===== config.mk =====
export PLATFORM = sky130hd
export DESIGN_NAME = maxpool_2x2_stream
export DESIGN_NICKNAME = d
export VERILOG_FILES = /design/src/rtl/maxpool_2x2_stream.sv
export SDC_FILE = /design/constraint.sdc
export NUM_CORES = 1
export LEC_CHECK = 0
export ABC_AREA = 1
export ABC_CLOCK_PERIOD_IN_PS = 13500
export CAP_MARGIN = 20
export CELL_PAD_IN_SITES_DETAIL_PLACEMENT = 0
export CELL_PAD_IN_SITES_GLOBAL_PLACEMENT = 2
export CORE_MARGIN = 10
export CORE_UTILIZATION = 45
export DETAILED_ROUTE_END_ITERATION = 10
export GPL_ROUTABILITY_DRIVEN = 0
export GPL_TIMING_DRIVEN = 0
export MAX_ROUTING_LAYER = met4
export PLACE_DENSITY_LB_ADDON = 0.1
export SLEW_MARGIN = 20
export SYNTH_ARGS = -nofsm -noshare
export SYNTH_HDL_FRONTEND = slang
export SYNTH_SLANG_ARGS = --single-unit

===== constraint.sdc =====
create_clock -name clk -period 13.5 [get_ports clk]
set_input_delay 4.05 -clock clk [delete_from_list [all_inputs] [get_ports clk]]
set_output_delay 4.05 -clock clk [all_outputs]
set_load 0.01 [all_outputs]

===== src/rtl/maxpool_2x2_stream.sv =====
// maxpool_2x2_stream: streaming 2x2/stride-2 fp32 max-pool (clk, reset, valid_in, data_in -> data_out, valid_out, done) using a WIDTH/2-entry line buffer
module maxpool_2x2_stream #(
  parameter int DATA_WIDTH = 32,
  parameter int WIDTH      = 56,
  parameter int HEIGHT     = 56
) (
  input  logic                  clk,
  input  logic                  reset,
  input  logic                  valid_in,
  input  logic [DATA_WIDTH-1:0] data_in,
  output logic [DATA_WIDTH-1:0] data_out,
  output logic                  valid_out,
  output logic                  done
);
  localparam int CW = $clog2(WIDTH);
  localparam int RW = $clog2(HEIGHT);
  localparam int HW = WIDTH / 2;
  localparam int AW = HW > 1 ? $clog2(HW) : 1;
  logic [CW-1:0] col;
  logic [RW-1:0] row;
  logic [DATA_WIDTH-1:0] h, hmax, vmax;
  logic [DATA_WIDTH-1:0] linebuf [HW];
  logic [AW-1:0] idx;
  logic col_end, row_end, row_live, last;
  function automatic logic [DATA_WIDTH-1:0] fmax(input logic [DATA_WIDTH-1:0] a, input logic [DATA_WIDTH-1:0] b);
    return (a[DATA_WIDTH-1] != b[DATA_WIDTH-1])
      ? ((a[DATA_WIDTH-2:0] == '0 && b[DATA_WIDTH-2:0] == '0) ? a : (a[DATA_WIDTH-1] ? b : a))
      : (a[DATA_WIDTH-1] ? ((b[DATA_WIDTH-2:0] < a[DATA_WIDTH-2:0]) ? b : a)
                         : ((b[DATA_WIDTH-2:0] > a[DATA_WIDTH-2:0]) ? b : a));
  endfunction
  always_comb begin
    idx      = AW'(col >> 1);
    hmax     = fmax(h, data_in);
    vmax     = fmax(linebuf[idx], hmax);
    col_end  = col == CW'(WIDTH - 1);
    row_end  = row == RW'(HEIGHT - 1);
    row_live = (HEIGHT % 2 == 0) || !row_end;
    last     = (row == RW'(2 * (HEIGHT / 2) - 1)) && (col == CW'(2 * (WIDTH / 2) - 1));
  end
  always_ff @(posedge clk)
    if (!reset && valid_in && col[0] && !row[0] && row_live) linebuf[idx] <= hmax;
  always_ff @(posedge clk) begin
    if (reset) begin
      col       <= '0;
      row       <= '0;
      h         <= '0;
      data_out  <= '0;
      valid_out <= 1'b0;
      done      <= 1'b0;
    end else begin
      valid_out <= 1'b0;
      done      <= 1'b0;
      if (valid_in) begin
        col <= col_end ? '0 : col + 1'b1;
        row <= col_end ? (row_end ? '0 : row + 1'b1) : row;
        if (!col[0]) h <= data_in;
        if (col[0] && row[0]) begin
          data_out  <= vmax;
          valid_out <= 1'b1;
          done      <= last;
        end
      end
    end
  end
endmodule


; ---- Word level (Yosys, flattened, before mapping)
; Memory sizes are Yosys's and may differ from the RTL's. A register that Yosys moved wholly into a read port is not among the register bits.
; Cells that the tools add are included.
[word_totals]
n_memories = 1
elab_cells = 57
regBits = 78
mem_bits_rw = 896
in_bits = 35
out_inout_bits = 34
[mem_list]
columns = name, words, word_bits, rd, rd_ports_with_merged_regs, write_ports, line_no
row1 = linebuf, 28, 32, 1, 1, 1, 22  ; logic [DATA_WIDTH-1:0] linebuf [HW];
[classes]
bitwise_logic = 3
n_reduce_logical = 18
magnitude_cmp = 4
eq_ne = 4
add_sub_neg = 2
n_mux = 19
[ops]
columns = operator, n
row1 = 32-bit 2-to-1 mux, 12
row2 = 31-bit logical NOT, 4
row3 = 31-bit > comparator, 2
row4 = 31-bit < comparator, 2
row5 = 6-bit by 1-bit adder with 6-bit output (second input constant), 2
row6 = 6-bit == test (second input constant), 2
row7 = 6-bit 2-to-1 mux, 2
row8 = 5-bit 2-to-1 mux, 2
row9 = 1-bit logical AND, 7
row10 = 2-bit AND reduction, 3
row11 = 1-bit 2-to-1 mux, 3
row12 = 1-bit inverter, 3
row13 = 3-bit OR reduction, 1
row14 = 1-bit logical NOT, 2
row15 = 1-bit != test, 2
row16 = 2-bit OR reduction, 1

; ---- Longest topological paths before layout
[depth]
ltp_word = 8
mapped_depth = 36
mapped_depth_nobuf = 34

; ---- Worst setup path after synthesis
; Ideal clock, no wire load.
[synth_path]
path_type = input port to flip-flop
from = input data_in[30]
to = register data_out[31]
t_arrival_ns = 8.048
slack_ns = 5.330
path_buffers = 2
required_ns = 13.378
setup_ns = 0.122
path_stages = 30
path_cell_list = ha_1 nand2_1 nor2_1 nand2_1 nor3_1 nand2_1 nand2_1 clkinv_1 buf_2 nand2_1 nand3_1 nand3_1 nand2_1 inv_1 ha_1 nand2_1 inv_1 o21ai_0 a21oi_1 a2111oi_0 nand2_1 nand2_1 nand2_1 o21ai_1 clkbuf_1 a21boi_0 o21ai_0 nand2_1 inv_1 a21oi_2
[synth_between]
elab_chain_cells = 8
elab_cells_between_ends = 21
classes_between = order compare (4) / eq/ne (1) / mux (12) / reduce/logical (4)
[synth_rtl]
columns = item, line_no
row1 = start: declaration, 10  ; input logic [DATA_WIDTH-1:0] data_in,
row2 = 31-bit > comparator (tied with other cells), 29  ; : ((b[DATA_WIDTH-2:0] > a[DATA_WIDTH-2:0]) ? b : a));
row3 = 32-bit 2-to-1 mux (tied with other cells), 29
row4 = 32-bit 2-to-1 mux (on tied branches), "28, 27"
row5 = 32-bit 2-to-1 mux *, 27  ; ? ((a[DATA_WIDTH-2:0] == '0 && b[DATA_WIDTH-2:0] == '0) ? a : (a[DATA_WIDTH-1] ? b : a))
row6 = via hmax[8], 21  ; logic [DATA_WIDTH-1:0] h, hmax, vmax;
row7 = 31-bit > comparator (tied with other cells), 29
row8 = 32-bit 2-to-1 mux (tied with other cells), 29
row9 = 32-bit 2-to-1 mux (on tied branches), "28, 27"
row10 = 32-bit 2-to-1 mux *, 27
row11 = end signal: assignment, 58  ; data_out <= vmax;
row12 = end: declaration, 11  ; output logic [DATA_WIDTH-1:0] data_out,
; The timed path passes the listed nets; every way through them passes the cells marked *.
; A chain may end at the register's enable or synchronous reset.

; ---- Worst setup path after layout
[layout_path]
from = input data_in[12]
to = register data_out[0]
; Same word-level chain as after synthesis.

==> run_results.csv <==
group,metric,value,unit
timing,setup_viol,0,
die,num_rows,115,
synth,yosys_most_used_dff,"edfxtp_1",
worst_setup_path,reg2reg_slack,6.41,ns
power_and_ir_drop,peakVddDrop,0.0001222,V
synth,synth.avg_cell_area,9.856,um^2
global_routing,overflow,0,
timing,timing.fmax,0.09575,GHz
clock_network,cts.sink_count,979,
timing,final.setup_skew,0.06153,ns
worst_setup_path,cp_common_cell,"nand2_1",
clock_network,post_cts_buffers,0,
worst_setup_path,slowest_stage,"clkinv_1",
worst_setup_path,path_class,"in2reg",
worst_setup_path,cp-start-kind,"input pin",
detailed_routing,drtAntennaViolNets,0,
worst_setup_path,cp.arrival,11.07,ns
power_and_ir_drop,p_per_area,145.1,nW/um^2
timing,rsz0062_at_grt,"no",
synth,yosys.area.top_type,"edfxtp_1",
worst_setup_path,worst-path-max-fanout,30,
worst_hold_path,min-delay-start,"row[1]",
detailed_routing,drt_wl_total,177400,um
die,placeableCoreArea,98710,um^2
worst_setup_path,timing.rr.start,"h[21]",
detailed_routing,viasPerCell,5.829,
global_routing,grt_pass1_vias,33110,
worst_hold_path,min_to,"row[1]",
clock_network,cts.repair.resized,0,
synth,yosys_register_bits,979,
flow_run,drv_cap,0,
worst_setup_path,critPathCaptureType,"flop",
synth,synth_fp_nets,4660,
die,dieArea,112900,um^2
global_routing,antenna_found_initial,2,
place,place_area,48840,um^2
worst_setup_path,slowest_delay,0.98,ns
clock_network,numCtsBuffers,106,
timing,hold_viol_final,0,
detailed_routing,num_vias,36040,
worst_hold_path,min_path_cells,2,
clock_network,clkSlewWorstSetupHoldPaths,0.06,ns
detailed_routing,first_iter_violations,4837,
synth,async_flop_share,0,%
clock_network,cts_tree,"done",
power_and_ir_drop,power_leakage,0.02007,uW
global_routing,grt_max_degree,31,
cells_and_area,nets,4899,
clock_network,cts_hold_buffers,0,
die,floorplan.initialDensity,45.52,%
outcome,outcome,"completed",
clock_network,cts-root-buf,"clkbuf_16",
worst_setup_path,r2r_end,"data_out[0]",
die,die_height,336.0,um
synth,synthTopCellsByArea,"edfxtp_1 60%, nand2_1 11%, nand3_1 6.3%",
worst_hold_path,worstHoldPathType,"reg2reg",
timing,tns,0,ns
synth,synth_edf_count,896,
worst_setup_path,reg2reg_depth,31,
place,io_buffers,68,
synth,synth_cells,4559,
die,ios,69,
synth,synthDominantCellAreaShare,59.88,%
synth,ys_types,41,
cells_and_area,fill_cells,8860,
synth,syn_area,44930,um^2
clock_network,clockBufferDepth,3,
global_routing,grt_pass1_wl,248100,um
cells_and_area,final_cell_mix,"1319 x nand2_1, 896 x edfxtp_1, 568 x nand3_1",
cells_and_area,drive_gt1_share,8.875,%
timing,fin_crit,10.44,ns
timing,max-slew-margin-rel,22.73,%
cells_and_area,layout_commonest_cell,"nand2_1",
die,die_w,336.0,um
synth,ys_seq_area_share,63.58,%
cells_and_area,fin_area,52380,um^2
detailed_routing,first_pass_iters,5,
place,dp_hpwl,121900,um
clock_network,clock_latency,0.74,ns
timing,slew_violations,0,
clock_network,htree_levels,3,
cells_and_area,area_growth,16.58,%
synth,yosys_warnings,0,
timing,tightest_slew,1.152,ns
detailed_routing,wl_per_cell,28.70,um
worst_setup_path,cp_data_required_time,14.12,ns
timing,post-route-period-util,77.36,%
detailed_routing,drc,0,
global_routing,grt_use_total,31.65,%
## worst max-delay path: cells and delay by family
family,cells,cell delay [ns]
and+or+nand+nor,20,2.56
adders and majority gates,2,1.04
AOI/OAI and AO/OA,5,1.01
buffers and inverters,6,2.41
## report_power, final
group / internal [uW] / switching [uW] / leakage, uW / total, uW
combinational: 267 / 909 / 0.00964 / 1180
sequential: 3480 / 8.68 / 0.00875 / 3490
clock: 1670 / 1260 / 0.00168 / 2940
total: 5420 / 2180 / 0.0201 / 7600
## per-layer routing
layer  global-route usage [%]  part of all wire [%]  up-vias
met5                        -                     0        -
met4                    8.825                   3.0        0
met3                    5.510                    11      293
met2                    47.27                    45     2120
met1                    44.23                    41    17550
li1                         -                     -    16080
## worst max-delay path by stage
stage / start / to / slack, ns / depth (start not counted)
2_1_floorplan: data_in[30] / data_out[31] / 5.33 / 30
3_3_place_gp: data_in[12] / data_out[0] / 2.37 / 35
3_5_place_dp: data_in[12] / data_out[0] / 2.74 / 33
4_1_cts: data_in[12] / data_out[0] / 3.45 / 33
5_1_grt: data_in[22] / data_out[0] / 2.66 / 31
6_report: data_in[12] / data_out[0] / 3.06 / 33
## metrics by stage
stage / utilization [%] / std cells / worst slack, ns / total power, uW / hold slack, ns
detailed placement: 49.48 / 5974 / 2.743 / 4690 / 0.5090
floorplan: - / 4559 / 5.330 / 4184 / 0.4794
CTS: 53.00 / 6174 / 3.454 / 7576 / 0.5216
global route: 53.06 / 6178 / 2.663 / 7813 / 0.5698
global placement: 47.84 / 5914 / 2.371 / 4671 / 0.4967
finish: 53.07 / 6182 / 3.057 / 7600 / 0.5195
## registers in the layout, indices dropped and copies added (netlist names), named ones only
| signal | flops |
|---|---|
| col | 6 |
| data_out | 32 |
| done | 1 |
| h | 32 |
| linebuf | 896 |
| row | 6 |
| valid_out | 1 |
## logic make-up after synthesis
group | count (synthesis) | share of synthesized area (%)
AO/OA/AOI/OAI | 576 | 7.090
XOR/XNOR | 2 | 0.03899
adder cells (fa/ha/maj) | 66 | 1.838
buffers and inverters | 547 | 5.619
flip-flops | 979 | 63.58
AND/OR/NAND/NOR | 2389 | 21.83
## cell usage after synthesis, types with 6 or more instances
library cell,n
a21oi_1,109
buf_1,26
buf_2,100
buf_4,11
buf_6,37
clkbuf_1,93
dfxtp_1,83
edfxtp_1,896
ha_1,66
inv_1,268
inv_2,6
nand2_1,1319
nand3_1,568
nand4_1,17
nor2_1,444
nor3_1,13
nor4_1,9
o211ai_1,36
o211ai_2,8
o21a_1,31
o21ai_0,340
o21ai_1,17
o22ai_1,18
## final cells by class
cell class	count	area [um^2]	area share, %
clock inverters	75	742.0	1.416
inverters	278	1044	1.992
plain buffers	269	1483	2.831
well taps	1287	1610	3.074
flip-flops and latches	979	28570	54.54
multi-input cells	3033	14060	26.85
repair buffers	131	2135	4.075
clock buffers	125	2724	5.200
diodes	5	12.51	0.02389
(Power assumes the default switching activity.)
